===== src/rtl/multiword_adder_seq.sv =====
// ============================================================================
// Module   : multiword_adder_seq
// Purpose  : Wide unsigned adder that reuses one N-bit slice, one word/clock.
// Revision : 1.0 - initial release
// ============================================================================
`default_nettype none

module multiword_adder_seq #(
  parameter int N     = 8,
  parameter int WORDS = 4
) (
  input  logic             clk,
  input  logic             rst_n,
  input  logic             start,
  input  logic [N*WORDS-1:0] num1,
  input  logic [N*WORDS-1:0] num2,
  input  logic             carry_in,
  output logic             busy,
  output logic             done,
  output logic [N*WORDS-1:0] sum,
  output logic             carry
);

  localparam int W  = N * WORDS;
  localparam int IW = $clog2(WORDS);
  localparam logic [IW-1:0] LAST_IDX = IW'(WORDS - 1);

  typedef enum logic [0:0] {
    IDLE = 1'b0,
    RUN  = 1'b1
  } state_t;

  state_t          r_state;
  logic [IW-1:0]   r_idx;
  logic [W-1:0]    r_a;
  logic [W-1:0]    r_b;
  logic [W-1:0]    r_psum;
  logic            r_carry;

  logic [N:0]      w_slice;
  logic [W-1:0]    w_psum_next;

  // Operands shift right and the partial sum fills from the top, so the single
  // slice always sees the current word at bit 0 and word i lands in slot i
  // once all WORDS slices have been added.
  assign w_slice     = {1'b0, r_a[N-1:0]} + {1'b0, r_b[N-1:0]} + {{N{1'b0}}, r_carry};
  assign w_psum_next = {w_slice[N-1:0], r_psum[W-1:N]};

  always_ff @(posedge clk or negedge rst_n) begin
    if (!rst_n) begin
      r_state <= IDLE;
      r_idx   <= '0;
      r_a     <= '0;
      r_b     <= '0;
      r_psum  <= '0;
      r_carry <= 1'b0;
      busy    <= 1'b0;
      done    <= 1'b0;
      sum     <= '0;
      carry   <= 1'b0;
    end else begin
      done <= 1'b0;
      case (r_state)
        IDLE: begin
          if (start) begin
            r_a     <= num1;
            r_b     <= num2;
            r_carry <= carry_in;
            r_idx   <= '0;
            busy    <= 1'b1;
            r_state <= RUN;
          end
        end
        RUN: begin
          r_a     <= r_a >> N;
          r_b     <= r_b >> N;
          r_carry <= w_slice[N];
          r_psum  <= w_psum_next;
          r_idx   <= r_idx + IW'(1);
          if (r_idx == LAST_IDX) begin
            sum     <= w_psum_next;
            carry   <= w_slice[N];
            done    <= 1'b1;
            busy    <= 1'b0;
            r_state <= IDLE;
          end
        end
        default: r_state <= IDLE;
      endcase
    end
  end

endmodule

`default_nettype wire


===== config.mk =====
export PLATFORM = sky130hd
export DESIGN_NAME = multiword_adder_seq
export DESIGN_NICKNAME = d
export VERILOG_FILES = /design/src/rtl/multiword_adder_seq.sv
export SDC_FILE = /design/constraint.sdc
export NUM_CORES = 1
export LEC_CHECK = 0
export CORE_ASPECT_RATIO = 1.25
export CORE_MARGIN = 2
export CORE_UTILIZATION = 50
export CTS_BUF_LIST = sky130_fd_sc_hd__clkbuf_16
export CTS_CLUSTER_DIAMETER = 200
export DETAILED_ROUTE_END_ITERATION = 10
export PLACE_DENSITY = 0.89
export SYNTH_ARGS = -nofsm -noshare
export SYNTH_HDL_FRONTEND = slang
export SYNTH_SLANG_ARGS = --single-unit

===== constraint.sdc =====
create_clock -name clk -period 6.25 [get_ports clk]
set_clock_uncertainty 0.1 [all_clocks]
set_input_delay 0.9375 -clock clk [delete_from_list [all_inputs] [get_ports clk]]
set_output_delay 0.9375 -clock clk [all_outputs]
set_load 0.01 [all_outputs]

==> results of run 1 <==
layout make-up:
class                      count  area (sq um)  area share
multi-input combinational    300          2240       0.311
clock inverter                15           136      0.0189
sequential                   127          3180       0.442
timing repair buffer         104          1030       0.143
inverter                       5          18.8     0.00261
tap                          135           169      0.0234
clock buffer                  17           425      0.0590
power groups by stage:
stage               logic [mW]  clock network (mW)  registers (mW)
floorplan                0.764                   0            1.36
global placement          1.13                   0            1.39
detailed placement        1.19                   0            1.41
CTS                       1.21               0.930            1.40
global route              1.33               0.971            1.45
finish                    1.20               0.919            1.40
cells in the final DEF (no fill, tap or decap), types with 3 or more instances in the layout:
| master | n |
|---|---|
| nand2b_1 | 3 |
| nor2_1 | 25 |
| mux2i_1 | 65 |
| nand2_1 | 53 |
| clkbuf_16 | 17 |
| clkinvlp_4 | 6 |
| a21oi_1 | 8 |
| ha_1 | 8 |
| inv_1 | 4 |
| o21ai_1 | 12 |
| o21ai_0 | 41 |
| mux2_2 | 33 |
| dfrtp_1 | 126 |
| mux2_1 | 17 |
| buf_4 | 4 |
| clkdlybuf4s50_1 | 100 |
| inv_6 | 4 |
flip-flops by register name, indices dropped and copies added (netlist names):
name,count
busy,1
carry,1
done,1
r_a,32
r_b,32
r_carry,1
r_idx,2
r_psum,24
r_state,1
sum,32
worst paths after layout:
| check | to | slack, ns | cells after the start |
|---|---|---|---|
| min in group asynchronous | sum[13] | 0.49 | 1 |
| min reg2reg | sum[30] | 0.38 | 2 |
| max in group asynchronous | r_state | 4.17 | 2 |
| min | sum[30] | 0.38 | 2 |
| max | sum[31] | 3.82 | 4 |
| max reg2reg | sum[31] | 3.82 | 4 |
metrics by stage:
step,power [mW],cells
6_report,3.52,703
5_1_grt,3.75,703
4_1_cts,3.55,703
3_5_place_dp,2.60,671
3_3_place_gp,2.52,671
2_1_floorplan,2.13,459
cell families after synthesis:
| kind of cell | count (synthesis) | synth area share |
|---|---|---|
| flops | 127 | 0.570 |
| mux | 115 | 0.218 |
| simple gates | 92 | 0.0689 |
| compound gates | 81 | 0.0874 |
| buf+inv | 32 | 0.0272 |
| fa+ha+maj | 10 | 0.0252 |
| xor+xnor | 2 | 0.00314 |
critical path: stages (launching register included):
cell and delay, ns:
dfrtp_4 0.69, nand2_2 0.57, inv_2 0.36, mux2_2 0.36
a211o_1 0.22
cells in the mapped netlist:
cell type,instances
and3_4,1
a211oi_1,1
buf_2,19
nor4_1,1
a211o_1,2
o22ai_1,1
ha_1,8
a311o_1,1
o21ai_0,41
o21ai_1,12
nand2b_1,3
a2111o_1,1
inv_1,4
fa_1,2
mux2_2,33
nand2_2,2
and3_1,1
a21o_1,1
o31ai_1,2
a2111oi_4,1
dfrtp_1,127
nand3_1,2
inv_2,1
mux2i_1,65
o311ai_1,2
o211ai_1,1
a22o_1,1
nor2_1,25
mux2_1,17
nor2b_1,2
a21o_2,2
buf_4,2
and4_1,1
clkbuf_1,6
nor3_1,1
xnor2_1,2
a31oi_1,2
a21oi_1,8
o21a_1,2
nand2_1,53
layer usage:
layer,global-route usage,vias to the layer above,wire (um)
met5,0,-,0
met4,0.0933,0,356
met3,0.0677,22,662
met2,0.325,125,5590
met1,0.251,1875,4710
li1,-,1812,-
==> qor.yml, run 1 <==
status: "complete, no violations"
synth_fp_nets: 537
cts_buffer_depth: 2
ctsHoldBuffers: 0
setup_viol: 0
p_per_area_nw_per_um2: 489
post-route-min-period_ns: 2.43
grt_usage: 0.203
vias_per_cell: 5.45
grt_pass1_wl_um: 19300
pwr-share-seq: 0.398
synthTopCellsByArea: "dfrtp_1, mux2i_1, mux2_2"
numCtsBuffers: 17
hold_viol_final: 0
swShare: 0.334
netlist_area_sq_um: 5570
internal_power_mw: 2.34
drt_iter0_drc: 171
synthDistinctLibCells: 40
postRouteAntennaNets: 0
ctsResizeCount: 0
nFillCells: 826
irDropWorstVdd_uv: 268
antenna_cells: 0
synth_top_area_frac: 0.570
grt_max_degree: 114
clkSlewWorstSetupHoldPaths_ns: 0.06
grt_pass1_vias: 4020
post-route-period-util: 0.389
dp_hpwl_um: 7670
root_buffer: "clkbuf_16"
crit_arrival_ns: 2.62
vias: 3834
final_core_util: 0.656
io_pins: 103
fin_tns_setup_ns: 0
die_x_um: 98.4
yosysSeqAreaShare: 0.570
syn_area_per_cell_sq_um: 12.1
comb_power_share: 0.341
critPathCaptureType: "flop"
required_ns: 6.44
worst_pin_slew_ns: 1.07
cp_max_fo: 36
critPathLaunchType: "flop"
synth_seq_cells: 127
yosys_warnings: 0
start_util: 0.508
clk_latency_ns: 0.41
cts_tree: "done"
syn-instance-count: 459
dp_slack_ns: 3.54
antenna_found_initial: 0
wl_per_cell_um: 16.1
fmax_ghz: 0.412
clock-sinks: 127
placed_area_sq_um: 6640
maxSlewViolCount: 0
critPathLaunch: "r_state"
dieArea_sq_um: 12000
min-delay-start: "sum[30]"
p_sw_mw: 1.18
hp-class: "reg -> reg"
die_y_um: 122
h-tree-depth: 4
setup_ws_ns: 3.82
r2r_start: "r_state"
coreArea_sq_um: 11000
area_growth_pct: 29.3
wl_um: 11300
cap_viol_max_count: 0
yosys.area.top_type: "dfrtp_1"
drc_errors: 0
whs_ns: 0.383
grt.overflow.total: 0
timing.setup.critical_path_class: "reg -> reg"
post_cts.repair.setup_buffers: 0
port_buffers: 102
rsz0062_at_grt: "no"
final_nets: 633
postLayoutCellArea_sq_um: 7200
rows: 43
drt_first_pass_iters: 4
leakage_nw: 3.33
layout-drive-gt1-share: 0.134
relSlewSlack: 0.285
place_congestion: 0.765
clock_power_share: 0.261
Note: power is estimated with default switching activity, not from simulation.
==> run 2: changes to the inputs <==
--- a/config.mk
+++ b/config.mk
@@ -7,11 +7,11 @@
 export LEC_CHECK = 0
 export CORE_ASPECT_RATIO = 1.25
 export CORE_MARGIN = 2
-export CORE_UTILIZATION = 50
+export CORE_UTILIZATION = 47
 export CTS_BUF_LIST = sky130_fd_sc_hd__clkbuf_16
 export CTS_CLUSTER_DIAMETER = 200
 export DETAILED_ROUTE_END_ITERATION = 10
-export PLACE_DENSITY = 0.89
+export PLACE_DENSITY = 0.88
 export SYNTH_ARGS = -nofsm -noshare
 export SYNTH_HDL_FRONTEND = slang
 export SYNTH_SLANG_ARGS = --single-unit
==> constraint.sdc (replaced) <==
create_clock -name clk -period 2.05 [get_ports clk]
set_clock_uncertainty 0.1 [all_clocks]
set_input_delay 0.3075 -clock clk [delete_from_list [all_inputs] [get_ports clk]]
set_output_delay 0.3075 -clock clk [all_outputs]
set_load 0.01 [all_outputs]
==> qor.yml, run 2 (synthesis gave the netlist of run 1 again) <==
status: "finished with violations"
violations: "setup timing"
grt_max_degree: 77
rsz0062_at_grt: "yes"
drt_first_pass_iters: 5
worst_pin_slew_ns: 0.532
antenna_cells: 0
place_congestion: 0.844
p_per_area_nw_per_um2: 1490
clock_power_share: 0.242
internal_power_mw: 7.33
critPathLaunchType: "flop"
die_y_um: 126
vias: 3941
dp_hpwl_um: 8520
maxSlewViolCount: 0
coreArea_sq_um: 11600
post-route-period-util: 1.06
die_x_um: 101
io_pins: 103
cp_max_fo: 2
nFillCells: 866
hp-class: "in -> reg"
postRouteAntennaNets: 0
place_inst: 708
start_util: 0.480
clock-sinks: 127
dieArea_sq_um: 12700
crit_arrival_ns: 2.37
drt_iter0_drc: 147
rows: 44
grt.overflow.total: 0
layout-drive-gt1-share: 0.167
pwr-share-seq: 0.384
post-route-min-period_ns: 2.18
vias_per_cell: 5.30
hold_viol_final: 0
root_buffer: "clkbuf_16"
critPathCaptureType: "flop"
leakage_nw: 3.46
comb_power_share: 0.373
h-tree-depth: 4
grt_pass1_vias: 4156
clkSlewWorstSetupHoldPaths_ns: 0.05
layout_commonest_cell: "dfrtp_1"
required_ns: 2.24
reg_top3: "r_a: 32 flops, r_b: 32 flops, sum: 32 flops"
timing.setup.critical_path_class: "reg -> reg"
cap_viol_max_count: 0
layout_common_cells: "dfrtp_1, clkdlybuf4s50_1, mux2i_1"
numCtsBuffers: 17
cts_tree: "done"
grt_pass1_wl_um: 20300
setup_ws_ns: -0.130
fin_tns_setup_ns: -0.958
fin_cells: 743
total_power_mw: 11.1
area_growth_pct: 33.5
fmax_ghz: 0.459
setup_viol: 13
swShare: 0.339
postLayoutCellArea_sq_um: 7440
wl_um: 12400
final_nets: 647
placed_area_sq_um: 6830
relSlewSlack: 0.645
wl_per_cell_um: 16.8
cts_buffer_depth: 2
antenna_found_initial: 0
drc_errors: 0
p_sw_mw: 3.76
clk_latency_ns: 0.41
irDropWorstVdd_uv: 640
grt_usage: 0.207
port_buffers: 102
## run 2: area by class of cell
class	instances	area [sq um]	area share
tap	161	201	0.0271
clock buffer	17	425	0.0572
multi-input combinational	300	2300	0.309
sequential	127	3180	0.428
clock inverter	15	106	0.0143
timing repair buffer	118	1200	0.162
inverter	5	18.8	0.00252
## run 2: metrics by stage
stage               setup slack (ns)  utilization  hold WS [ns]
floorplan                    -0.0297            -       -0.0881
global placement             -0.0748        0.588         0.195
detailed placement            -0.128        0.588         0.210
CTS                           -0.140        0.637         0.304
global route                  -0.194        0.640         0.332
finish                        -0.130        0.640         0.322
## run 2: path summary, 6_finish.rpt
kind / startpoint / endpoint / slack [ns] / depth (start not counted)
min in group asynchronous: rst_n / sum[14] / 0.33 / 2
worst max register to register: r_a[0] / sum[27] / -0.13 / 6
worst max-delay path: r_a[0] / sum[27] / -0.13 / 6
worst min-delay path: start / busy / 0.32 / 3
worst min register to register: r_b[14] / r_b[6] / 0.38 / 2
max in group asynchronous: rst_n / r_a[13] / 0.90 / 3
## run 2: timing repair
action	in CTS	in global routing
resized for setup	5	5
hold endpoints to repair	52	0
hold buffers	1	0
pin swaps	4	7
buffers inserted	1	1
endpoints found under the setup margin	10	13
gates cloned	0	0
## run 2: routing by layer
layer / track usage / up-vias / wire (um)
li1: - / 1832 / -
met1: 0.226 / 1923 / 4790
met2: 0.351 / 146 / 6460
met3: 0.0627 / 40 / 657
met4: 0.116 / 0 / 548
met5: 0 / - / 0
## run 2: worst max-delay path: stages (launching register included)
cell and delay (ns):
dfrtp_1 0.40, fa_2 0.42, buf_4 0.15, a21o_2 0.22, a211oi_1 0.34, a21oi_1 0.13
mux2_2 0.29
## run 2: power by group through the flow
stage               Sequential, mW  Clock, mW  Combinational, mW
floorplan                     4.16          0               2.34
global placement              4.21          0               3.64
detailed placement            4.29          0               3.87
CTS                           4.26       2.75               4.01
global route                  4.38       2.85               4.52
finish                        4.26       2.69               4.14
